File: config.mk
export PLATFORM = sky130hd
export DESIGN_NAME = mc_control_flat
export DESIGN_NICKNAME = d
export VERILOG_FILES = /design/src/rtl/mc_control_if.sv /design/src/rtl/mc_control.sv /design/src/flat_wrapper.sv
export SDC_FILE = /design/constraint.sdc
export NUM_CORES = 1
export LEC_CHECK = 0
export CAP_MARGIN = 20
export CORE_UTILIZATION = 48
export DETAILED_ROUTE_END_ITERATION = 8
export GPL_ROUTABILITY_DRIVEN = 0
export GPL_TIMING_DRIVEN = 1
export HOLD_SLACK_MARGIN = 0.06
export PLACE_DENSITY = 0.77
export SETUP_SLACK_MARGIN = 0.5
export SYNTH_ARGS = -nofsm -noshare
export SYNTH_HDL_FRONTEND = slang
export SYNTH_SLANG_ARGS = --single-unit
File: constraint.sdc
create_clock -name clk -period 2.3 [get_ports clk]
set_clock_uncertainty 0.1 [all_clocks]
set_input_delay 0.46 -clock clk [delete_from_list [all_inputs] [get_ports clk]]
set_output_delay 0.46 -clock clk [all_outputs]
set_load 0.05 [all_outputs]
File: src/rtl/mc_control_if.sv
`default_nettype none
// ============================================================================
// Module   : mc_control_if
// Purpose  : Control bundle between the multi-cycle MIPS main control FSM and
//            the datapath / memory it sequences.
// Ports    : opcode, mem_ready           - into the FSM (IR field, memory)
//            mem_req .. RegWrite         - datapath strobes and mux selects
//            halted, state               - status / debug
// Revision : 1.0 - initial release
// ============================================================================
interface mc_control_if;
  logic [5:0] opcode;
  logic       mem_ready;
  logic       mem_req;
  logic       MemRead;
  logic       MemWrite;
  logic       IorD;
  logic       IRWrite;
  logic       PCWrite;
  logic       PCWriteCond;
  logic       BranchNE;
  logic [1:0] PCSource;
  logic       ALUSrcA;
  logic [1:0] ALUSrcB;
  logic       ExtZero;
  logic [3:0] ALUOp;
  logic       RegDst;
  logic       MemtoReg;
  logic       RegWrite;
  logic       halted;
  logic [3:0] state;

  // master: the control FSM
  modport master (
    input  opcode, mem_ready,
    output mem_req, MemRead, MemWrite, IorD, IRWrite, PCWrite, PCWriteCond,
           BranchNE, PCSource, ALUSrcA, ALUSrcB, ExtZero, ALUOp, RegDst,
           MemtoReg, RegWrite, halted, state
  );

  // slave: the datapath side
  modport slave (
    output opcode, mem_ready,
    input  mem_req, MemRead, MemWrite, IorD, IRWrite, PCWrite, PCWriteCond,
           BranchNE, PCSource, ALUSrcA, ALUSrcB, ExtZero, ALUOp, RegDst,
           MemtoReg, RegWrite, halted, state
  );
endinterface
`default_nettype wire

File: src/rtl/mc_control.sv
`default_nettype none
// ============================================================================
// Module   : mc_control
// Purpose  : Multi-cycle MIPS main control FSM. Sequences fetch, decode,
//            execute, memory and writeback, driving every datapath select,
//            write enable and the 4-bit ALUOp for the ALU control decoder.
// Ports    : clk  - system clock, rising edge
//            rst  - asynchronous active-high reset
//            bus  - mc_control_if.master (opcode/mem_ready in, controls out)
// Params   : ILLEGAL_HALT - 1: unknown opcode halts; 0: treated as NOP
// Revision : 1.0 - initial release
// ============================================================================
module mc_control #(
  parameter bit ILLEGAL_HALT = 1'b1
) (
  input  logic         clk,
  input  logic         rst,
  mc_control_if.master bus
);

  typedef enum logic [3:0] {
    FETCH     = 4'd0,
    DECODE    = 4'd1,
    MEM_ADDR  = 4'd2,
    MEM_READ  = 4'd3,
    MEM_WB    = 4'd4,
    MEM_WRITE = 4'd5,
    EXEC_R    = 4'd6,
    R_WB      = 4'd7,
    EXEC_I    = 4'd8,
    I_WB      = 4'd9,
    BRANCH    = 4'd10,
    JUMP      = 4'd11,
    HALT      = 4'd12
  } state_t;

  localparam logic [5:0] c_op_rtype = 6'h00;
  localparam logic [5:0] c_op_j     = 6'h02;
  localparam logic [5:0] c_op_beq   = 6'h04;
  localparam logic [5:0] c_op_bne   = 6'h05;
  localparam logic [5:0] c_op_lw    = 6'h23;
  localparam logic [5:0] c_op_sw    = 6'h2B;

  state_t     r_state;
  state_t     w_next;

  // Registered control word, loaded with the values belonging to the state
  // being entered so every output is a flop.
  logic       r_mem_req, r_mem_read, r_mem_write, r_iord;
  logic       r_fetch_stb;   // FETCH-only IR/PC load, qualified by mem_ready
  logic       r_pc_write_j;  // unconditional PC load in JUMP
  logic       r_pc_write_cond, r_branch_ne;
  logic [1:0] r_pc_source;
  logic       r_alu_src_a;
  logic [1:0] r_alu_src_b;
  logic       r_ext_zero;
  logic [3:0] r_alu_op;
  logic       r_reg_dst, r_mem_to_reg, r_reg_write, r_halted;

  logic       w_mem_req, w_mem_read, w_mem_write, w_iord;
  logic       w_fetch_stb, w_pc_write_j, w_pc_write_cond, w_branch_ne;
  logic [1:0] w_pc_source;
  logic       w_alu_src_a;
  logic [1:0] w_alu_src_b;
  logic       w_ext_zero;
  logic [3:0] w_alu_op;
  logic       w_reg_dst, w_mem_to_reg, w_reg_write, w_halted;

  logic       w_fetch_load;

  // Next-state logic
  always_comb begin
    w_next = r_state;
    case (r_state)
      FETCH:     w_next = bus.mem_ready ? DECODE : FETCH;
      DECODE: begin
        if (bus.opcode == c_op_lw || bus.opcode == c_op_sw)
          w_next = MEM_ADDR;
        else if (bus.opcode == c_op_rtype)
          w_next = EXEC_R;
        else if (bus.opcode == c_op_beq || bus.opcode == c_op_bne)
          w_next = BRANCH;
        else if (bus.opcode == c_op_j)
          w_next = JUMP;
        else if (bus.opcode[5:3] == 3'b001)   // 0x08..0x0F immediate ops
          w_next = EXEC_I;
        else
          w_next = ILLEGAL_HALT ? HALT : FETCH;
      end
      MEM_ADDR:  w_next = (bus.opcode == c_op_lw) ? MEM_READ : MEM_WRITE;
      MEM_READ:  w_next = bus.mem_ready ? MEM_WB : MEM_READ;
      MEM_WB:    w_next = FETCH;
      MEM_WRITE: w_next = bus.mem_ready ? FETCH : MEM_WRITE;
      EXEC_R:    w_next = R_WB;
      R_WB:      w_next = FETCH;
      EXEC_I:    w_next = I_WB;
      I_WB:      w_next = FETCH;
      BRANCH:    w_next = FETCH;
      JUMP:      w_next = FETCH;
      HALT:      w_next = HALT;
      default:   w_next = FETCH;
    endcase
  end

  // Control word for the state being entered. The opcode is stable from
  // DECODE onward, so opcode-dependent fields can be captured on entry.
  always_comb begin
    w_mem_req       = 1'b0;
    w_mem_read      = 1'b0;
    w_mem_write     = 1'b0;
    w_iord          = 1'b0;
    w_fetch_stb     = 1'b0;
    w_pc_write_j    = 1'b0;
    w_pc_write_cond = 1'b0;
    w_branch_ne     = 1'b0;
    w_pc_source     = 2'b00;
    w_alu_src_a     = 1'b0;
    w_alu_src_b     = 2'b00;
    w_ext_zero      = 1'b0;
    w_alu_op        = 4'b0000;
    w_reg_dst       = 1'b0;
    w_mem_to_reg    = 1'b0;
    w_reg_write     = 1'b0;
    w_halted        = 1'b0;
    case (w_next)
      FETCH: begin
        w_mem_req   = 1'b1;
        w_mem_read  = 1'b1;
        w_fetch_stb = 1'b1;
        w_alu_src_b = 2'b01;
        w_alu_op    = 4'b0010;
      end
      DECODE: begin
        w_alu_src_b = 2'b11;
        w_alu_op    = 4'b0010;
      end
      MEM_ADDR: begin
        w_alu_src_a = 1'b1;
        w_alu_src_b = 2'b10;
        w_alu_op    = 4'b0010;
      end
      MEM_READ: begin
        w_mem_req  = 1'b1;
        w_mem_read = 1'b1;
        w_iord     = 1'b1;
      end
      MEM_WB: begin
        w_reg_write  = 1'b1;
        w_mem_to_reg = 1'b1;
      end
      MEM_WRITE: begin
        w_mem_req   = 1'b1;
        w_mem_write = 1'b1;
        w_iord      = 1'b1;
      end
      EXEC_R: begin
        w_alu_src_a = 1'b1;
      end
      R_WB: begin
        w_reg_write = 1'b1;
        w_reg_dst   = 1'b1;
      end
      EXEC_I: begin
        w_alu_src_a = 1'b1;
        w_alu_src_b = 2'b10;
        w_ext_zero  = bus.opcode[2];   // andi/ori/xori/lui zero-extend
        case (bus.opcode[2:0])
          3'd0:    w_alu_op = 4'b0010;  // addi
          3'd1:    w_alu_op = 4'b0100;  // addiu
          3'd2:    w_alu_op = 4'b0101;  // slti
          3'd3:    w_alu_op = 4'b0110;  // sltiu
          3'd4:    w_alu_op = 4'b0111;  // andi
          3'd5:    w_alu_op = 4'b1000;  // ori
          3'd6:    w_alu_op = 4'b1001;  // xori
          default: w_alu_op = 4'b0011;  // lui
        endcase
      end
      I_WB: begin
        w_reg_write = 1'b1;
      end
      BRANCH: begin
        w_alu_src_a     = 1'b1;
        w_alu_op        = 4'b0001;
        w_pc_write_cond = 1'b1;
        w_pc_source     = 2'b01;
        w_branch_ne     = (bus.opcode == c_op_bne);
      end
      JUMP: begin
        w_pc_write_j = 1'b1;
        w_pc_source  = 2'b10;
      end
      HALT: begin
        w_halted = 1'b1;
      end
      default: ;
    endcase
  end

  // Reset loads the FETCH control word; the fetch strobes are additionally
  // masked by rst at the outputs so nothing requests memory while in reset.
  always_ff @(posedge clk or posedge rst) begin
    if (rst) begin
      r_state         <= FETCH;
      r_mem_req       <= 1'b1;
      r_mem_read      <= 1'b1;
      r_mem_write     <= 1'b0;
      r_iord          <= 1'b0;
      r_fetch_stb     <= 1'b1;
      r_pc_write_j    <= 1'b0;
      r_pc_write_cond <= 1'b0;
      r_branch_ne     <= 1'b0;
      r_pc_source     <= 2'b00;
      r_alu_src_a     <= 1'b0;
      r_alu_src_b     <= 2'b01;
      r_ext_zero      <= 1'b0;
      r_alu_op        <= 4'b0010;
      r_reg_dst       <= 1'b0;
      r_mem_to_reg    <= 1'b0;
      r_reg_write     <= 1'b0;
      r_halted        <= 1'b0;
    end else begin
      r_state         <= w_next;
      r_mem_req       <= w_mem_req;
      r_mem_read      <= w_mem_read;
      r_mem_write     <= w_mem_write;
      r_iord          <= w_iord;
      r_fetch_stb     <= w_fetch_stb;
      r_pc_write_j    <= w_pc_write_j;
      r_pc_write_cond <= w_pc_write_cond;
      r_branch_ne     <= w_branch_ne;
      r_pc_source     <= w_pc_source;
      r_alu_src_a     <= w_alu_src_a;
      r_alu_src_b     <= w_alu_src_b;
      r_ext_zero      <= w_ext_zero;
      r_alu_op        <= w_alu_op;
      r_reg_dst       <= w_reg_dst;
      r_mem_to_reg    <= w_mem_to_reg;
      r_reg_write     <= w_reg_write;
      r_halted        <= w_halted;
    end
  end

  // IR and PC load in FETCH only once memory delivers the instruction.
  assign w_fetch_load    = r_fetch_stb & bus.mem_ready & ~rst;

  assign bus.mem_req     = r_mem_req & ~rst;
  assign bus.MemRead     = r_mem_read & ~rst;
  assign bus.MemWrite    = r_mem_write;
  assign bus.IorD        = r_iord;
  assign bus.IRWrite     = w_fetch_load;
  assign bus.PCWrite     = w_fetch_load | r_pc_write_j;
  assign bus.PCWriteCond = r_pc_write_cond;
  assign bus.BranchNE    = r_branch_ne;
  assign bus.PCSource    = r_pc_source;
  assign bus.ALUSrcA     = r_alu_src_a;
  assign bus.ALUSrcB     = r_alu_src_b;
  assign bus.ExtZero     = r_ext_zero;
  assign bus.ALUOp       = r_alu_op;
  assign bus.RegDst      = r_reg_dst;
  assign bus.MemtoReg    = r_mem_to_reg;
  assign bus.RegWrite    = r_reg_write;
  assign bus.halted      = r_halted;
  assign bus.state       = r_state;

endmodule
`default_nettype wire

File: src/flat_wrapper.sv
// flat-port wrapper written by rule: the top's interface ports become plain ports
module mc_control_flat 
#(
  parameter bit ILLEGAL_HALT = 1'b1
)
  (clk, rst, bus_opcode, bus_mem_ready, bus_mem_req, bus_MemRead, bus_MemWrite, bus_IorD, bus_IRWrite, bus_PCWrite, bus_PCWriteCond, bus_BranchNE, bus_PCSource, bus_ALUSrcA, bus_ALUSrcB, bus_ExtZero, bus_ALUOp, bus_RegDst, bus_MemtoReg, bus_RegWrite, bus_halted, bus_state);
  mc_control_if bus_i ();
  input  logic clk;
  input  logic rst;
  input wire logic [$bits(bus_i.opcode)-1:0] bus_opcode;
  input wire logic [$bits(bus_i.mem_ready)-1:0] bus_mem_ready;
  output wire logic [$bits(bus_i.mem_req)-1:0] bus_mem_req;
  output wire logic [$bits(bus_i.MemRead)-1:0] bus_MemRead;
  output wire logic [$bits(bus_i.MemWrite)-1:0] bus_MemWrite;
  output wire logic [$bits(bus_i.IorD)-1:0] bus_IorD;
  output wire logic [$bits(bus_i.IRWrite)-1:0] bus_IRWrite;
  output wire logic [$bits(bus_i.PCWrite)-1:0] bus_PCWrite;
  output wire logic [$bits(bus_i.PCWriteCond)-1:0] bus_PCWriteCond;
  output wire logic [$bits(bus_i.BranchNE)-1:0] bus_BranchNE;
  output wire logic [$bits(bus_i.PCSource)-1:0] bus_PCSource;
  output wire logic [$bits(bus_i.ALUSrcA)-1:0] bus_ALUSrcA;
  output wire logic [$bits(bus_i.ALUSrcB)-1:0] bus_ALUSrcB;
  output wire logic [$bits(bus_i.ExtZero)-1:0] bus_ExtZero;
  output wire logic [$bits(bus_i.ALUOp)-1:0] bus_ALUOp;
  output wire logic [$bits(bus_i.RegDst)-1:0] bus_RegDst;
  output wire logic [$bits(bus_i.MemtoReg)-1:0] bus_MemtoReg;
  output wire logic [$bits(bus_i.RegWrite)-1:0] bus_RegWrite;
  output wire logic [$bits(bus_i.halted)-1:0] bus_halted;
  output wire logic [$bits(bus_i.state)-1:0] bus_state;
  assign bus_i.opcode = bus_opcode;
  assign bus_i.mem_ready = bus_mem_ready;
  assign bus_mem_req = bus_i.mem_req;
  assign bus_MemRead = bus_i.MemRead;
  assign bus_MemWrite = bus_i.MemWrite;
  assign bus_IorD = bus_i.IorD;
  assign bus_IRWrite = bus_i.IRWrite;
  assign bus_PCWrite = bus_i.PCWrite;
  assign bus_PCWriteCond = bus_i.PCWriteCond;
  assign bus_BranchNE = bus_i.BranchNE;
  assign bus_PCSource = bus_i.PCSource;
  assign bus_ALUSrcA = bus_i.ALUSrcA;
  assign bus_ALUSrcB = bus_i.ALUSrcB;
  assign bus_ExtZero = bus_i.ExtZero;
  assign bus_ALUOp = bus_i.ALUOp;
  assign bus_RegDst = bus_i.RegDst;
  assign bus_MemtoReg = bus_i.MemtoReg;
  assign bus_RegWrite = bus_i.RegWrite;
  assign bus_halted = bus_i.halted;
  assign bus_state = bus_i.state;
  mc_control #(.ILLEGAL_HALT(ILLEGAL_HALT)) u_core (.clk(clk), .rst(rst), .bus(bus_i));
endmodule
==> Implementation_results.wiki <==
{| class="wikitable"
! Metric !! Value
|-
| Failing checks || negative setup slack
|-
| Synth warn || 0
|-
| Portion of the clock cycle consumed by the worst path in the final layout || 1.03
|-
| Wire length of the first global-routing pass || 7510 µm
|-
| Max-slew headroom || 0.618
|-
| Remaining global-route overflow || 0
|-
| Main flop type after synthesis || dfrtp_1
|-
| Final std cells w/o fill || roughly 250
|-
| Commonest cells after routing, fill and taps aside || 40 x buf_4, 16 x dfrtp_1, 13 x clkdlybuf4s15_1
|-
| Maximum single-stage delay on the critical path || between 0.4 and 0.5 ns
|-
| Setup crit start || bus_opcode[5]
|-
| Post-synthesis instance total || ~140
|-
| Outcome || finished with violations
|-
| DRC violation count after routing || 0
|-
| Number of cells after detailed placement || 221
|-
| Total setup violations reported at the end of the flow || 1
|-
| Clock tree from TritonCTS || done
|-
| Crit-path max FO || 7
|-
| Critical Path, Cell by Cell || dlygate4sd2_1, buf_4, buf_4, nor3_1, o2111a_1, a211oi_4, buf_4, nor4_4
|-
| Portion of synthesized cell area occupied by the leading cell type || 0.371
|-
| Routed len/inst || about 26 µm
|-
| Latest clock arrival within the worst-skew pair || 0.35 ns
|-
| WP data arrival || 2.48 ns
|-
| Shortest clock period the worst path allows after layout || ~2.4 ns
|-
| Met3 track demand over resource in global routing || 0.0355
|-
| Area share of and/or/nand/nor cells after synthesis || 0.271
|-
| Combinational fraction of design power || 0.704
|-
| VDD IR max || 1280 µV
|-
| Critical path start-end classification || in -> reg
|-
| Commonest non-fill, non-tap cell in the layout || buf_4
|-
| Crit path max-delay cell type || nor3_1
|-
| Fraction of registers with async set or reset after synthesis || 1.00
|-
| Floorplan die area || 3030 µm²
|-
| Static power due to leakage || roughly 1.1 nW
|-
| Synth-to-layout area growth || 80.6%
|-
| Clock network power share || 0.072
|-
| Total Negative Setup Slacks || -0.0585 ns
|-
| Row count || 18
|-
| Number of global-route vias before repair || 1504
|-
| Sw power || 0.00151 W
|-
| Kind of path behind the tightest hold check || in -> async
|-
| Critical path data required time || about 2.4 ns
|-
| Post-Syn Area per Cell || a little under 10 µm²
|-
| GRT Resource Usage Total || 0.362
|-
| Count of boundary I/O pins || 35
|-
| Int Power || between 0.0015 and 0.002 W
|-
| Switching fraction of total power || 0.500
|-
| Slew Limit Fails || 0
|-
| Clock transition at the register clock pins on the worst setup and hold paths after CTS || 0.16 ns
|-
| Busiest layer in global routing || met2
|-
| Number of vias per cell || 6.75
|-
| Half-perimeter wire length after detailed placement || roughly 2600 µm
|-
| Global routing met1 resource utilization || 0.429
|-
| Router iterations before antenna repair || 6
|-
| Via count || 1674
|-
| Tightest Pin Transition || 0.568 ns
|-
| TritonCTS Sinks || 25
|-
| Highest clock rate || 0.424 GHz
|-
| Total power density per cell area || ~1200 nW/µm²
|-
| Clock tree root buffer cell || clkbuf_4
|-
| Power share of the sequential group || 0.224
|-
| Fin. Hold Viols || 0
|-
| Starting utilization of the core area || 0.526
|-
| Setup repair after global routing missed its margin || yes
|-
| Worst slack on hold paths || roughly 0.12 ns
|-
| Capturing element type of the critical path || register
|-
| Number of antenna violations at the first check in global routing || 1
|-
| Proportion of layout cells with a drive suffix above 1 || 0.638
|-
| Syn Std Cell Area || between 1000 and 1500 µm²
|-
| Port-buffer cells || 34
|-
| Post-synth net total || 149
|-
| Synth Area in Compound Gates || 0.147
|-
| Share of synthesized area spent on multiplexers || 0.00834
|-
| Adder-cell share of the synthesized area || 0.0371
|-
| Remaining antenna violation count || 0
|-
| Wirelength, routed || ~6500 µm
|-
| Xor-xnor portion of the synthesized cell area || 0.00649
|-
| Total number of nets in the final design || 232
|-
| Final Util || 0.950
|-
| Worst Setup Start Kind || input port
|-
| Deepest level of the CTS H-tree || 1
|-
| Area after DPL || about 1900 µm²
|-
| Initial DRC Count || 94
|-
| Sequential fraction of the synthesis area || 0.468
|-
| Biggest area contributors in the synthesized netlist || dfrtp_1 37%, dfstp_2 9.7%, ha_1 3.7%
|-
| Core Region || between 2000 and 3000 µm²
|-
| Number of enable-type register cells in the synthesized netlist || 0
|-
| Number of buffers created by CTS || 3
|-
| Maximum buffer depth of the clock tree || 2
|-
| Post-synth top area cell || dfrtp_1
|-
| Number of max-cap violations || 0
|-
| Die width || about 55 µm
|-
| Flop and latch count out of synthesis || 25
|-
| Diode count || 0
|-
| Number of distinct standard cells referenced by the synthesized netlist || between 40 and 50
|-
| Area of all placed cells without fillers || ~2400 µm²
|-
| Cell family with most CP delay || simple AND/OR/NAND/NOR gates
|-
| Setup slack of the critical path after layout || -0.0585 ns
|-
| Most Frequent Cell on Critical Path || buf_4
|-
| Floorplan die height || roughly 55 µm
|-
| Crit path buf inv count || 4
|-
| Global Route met2 Usage || 0.627
|-
| Worst reg2reg startpoint || u_core.bus.state[3]
|-
| Maximum number of pins on one net before global-route repair || 26
|-
| Main combinational cell family by area after synthesis || simple AND/OR/NAND/NOR gates
|}
[area by class of cell]
class                      instances  area [µm²]
multi-input combinational         94         948
timing repair buffer              85         743
sequential                        25         637
fill                              65         129
inverter                          10        46.3
tap                               30        37.5
clock buffer                       4        26.3
[registers in the layout, indices dropped and copies added (netlist names), 2 cells and up]
register             cells
u_core.bus.ALUOp         4
u_core.bus.state         4
u_core.bus.ALUSrcB       2
u_core.bus.PCSource      2
[through the flow]
| step | power [W] | setup WS [ns] |
|---|---|---|
| global placement | 0.00205 | -0.434 |
| CTS | 0.00266 | 0.246 |
| detailed placement | 0.00209 | -0.556 |
| floorplan | 0.00159 | 0.132 |
| finish | 0.00302 | -0.0585 |
| global route | 0.00312 | -0.0476 |
[worst paths after layout]
kind / endpoint / slack, ns / depth (start not counted)
min in group clk: u_core.bus.ALUSrcB[1] / 0.49 / 4
max in group asynchronous: u_core.r_fetch_stb / 1.66 / 3
setup reg to reg: u_core.bus.MemWrite / 0.09 / 7
hold reg to reg: u_core.bus.RegWrite / 0.66 / 2
hold / removal: u_core.r_pc_write_j / 0.12 / 3
setup / recovery: u_core.bus.BranchNE / -0.06 / 8
[metal layers]
layer,routed length (µm),up-vias
met5,13,-
met4,646,2
met3,685,67
met2,3000,180
met1,2140,786
li1,-,639
[power by group through the flow]
stage                     Sequential, W  Clock, W  Combinational, W
final                          0.000678  0.000217           0.00213
after global routing           0.000687  0.000236           0.00220
after CTS                      0.000661  0.000198           0.00181
after detailed placement       0.000703         0           0.00138
after global placement         0.000695         0           0.00135
after floorplan                 0.00102         0          0.000569
[what timing repair did]
item	CTS	global route
gates cloned	0	0
endpoints found under the setup margin	47	40
setup buffers	16	7
hold buffers	0	0
pin swaps	25	8
resized for setup	124	47
[cell usage after synthesis, types with 2 or more instances]
cell and n:
nor3_2 2, ha_1 4, and2_1 2, nand2_1 11
dfstp_2 5, nor4_1 3, buf_4 2, nand2b_1 3
or2_2 2, nor2b_1 2, inv_1 9, nor2_1 10
buf_2 3, nand3b_1 3, o21ai_0 8, a21oi_1 8
nor3_1 5, or2b_1 2, dfrtp_1 20, and3_1 3
[cell families after synthesis]
logic type               count (synthesis)
AND/OR/NAND/NOR                         59
AO/OA/AOI/OAI                           29
flip-flops                              25
buffers and inverters                   17
adder cells (fa/ha/maj)                  4
XOR/XNOR                                 1
multiplexers                             1
[worst register-to-register path, delay by kind of cell, from the launching register on]
kind | cells | cell delay, ns
compound gates | 1 | 0.12
buf+inv | 2 | 0.34
simple gates | 4 | 1.10
flops | 1 | 0.47
Note: power is estimated with default switching activity, not from simulation.
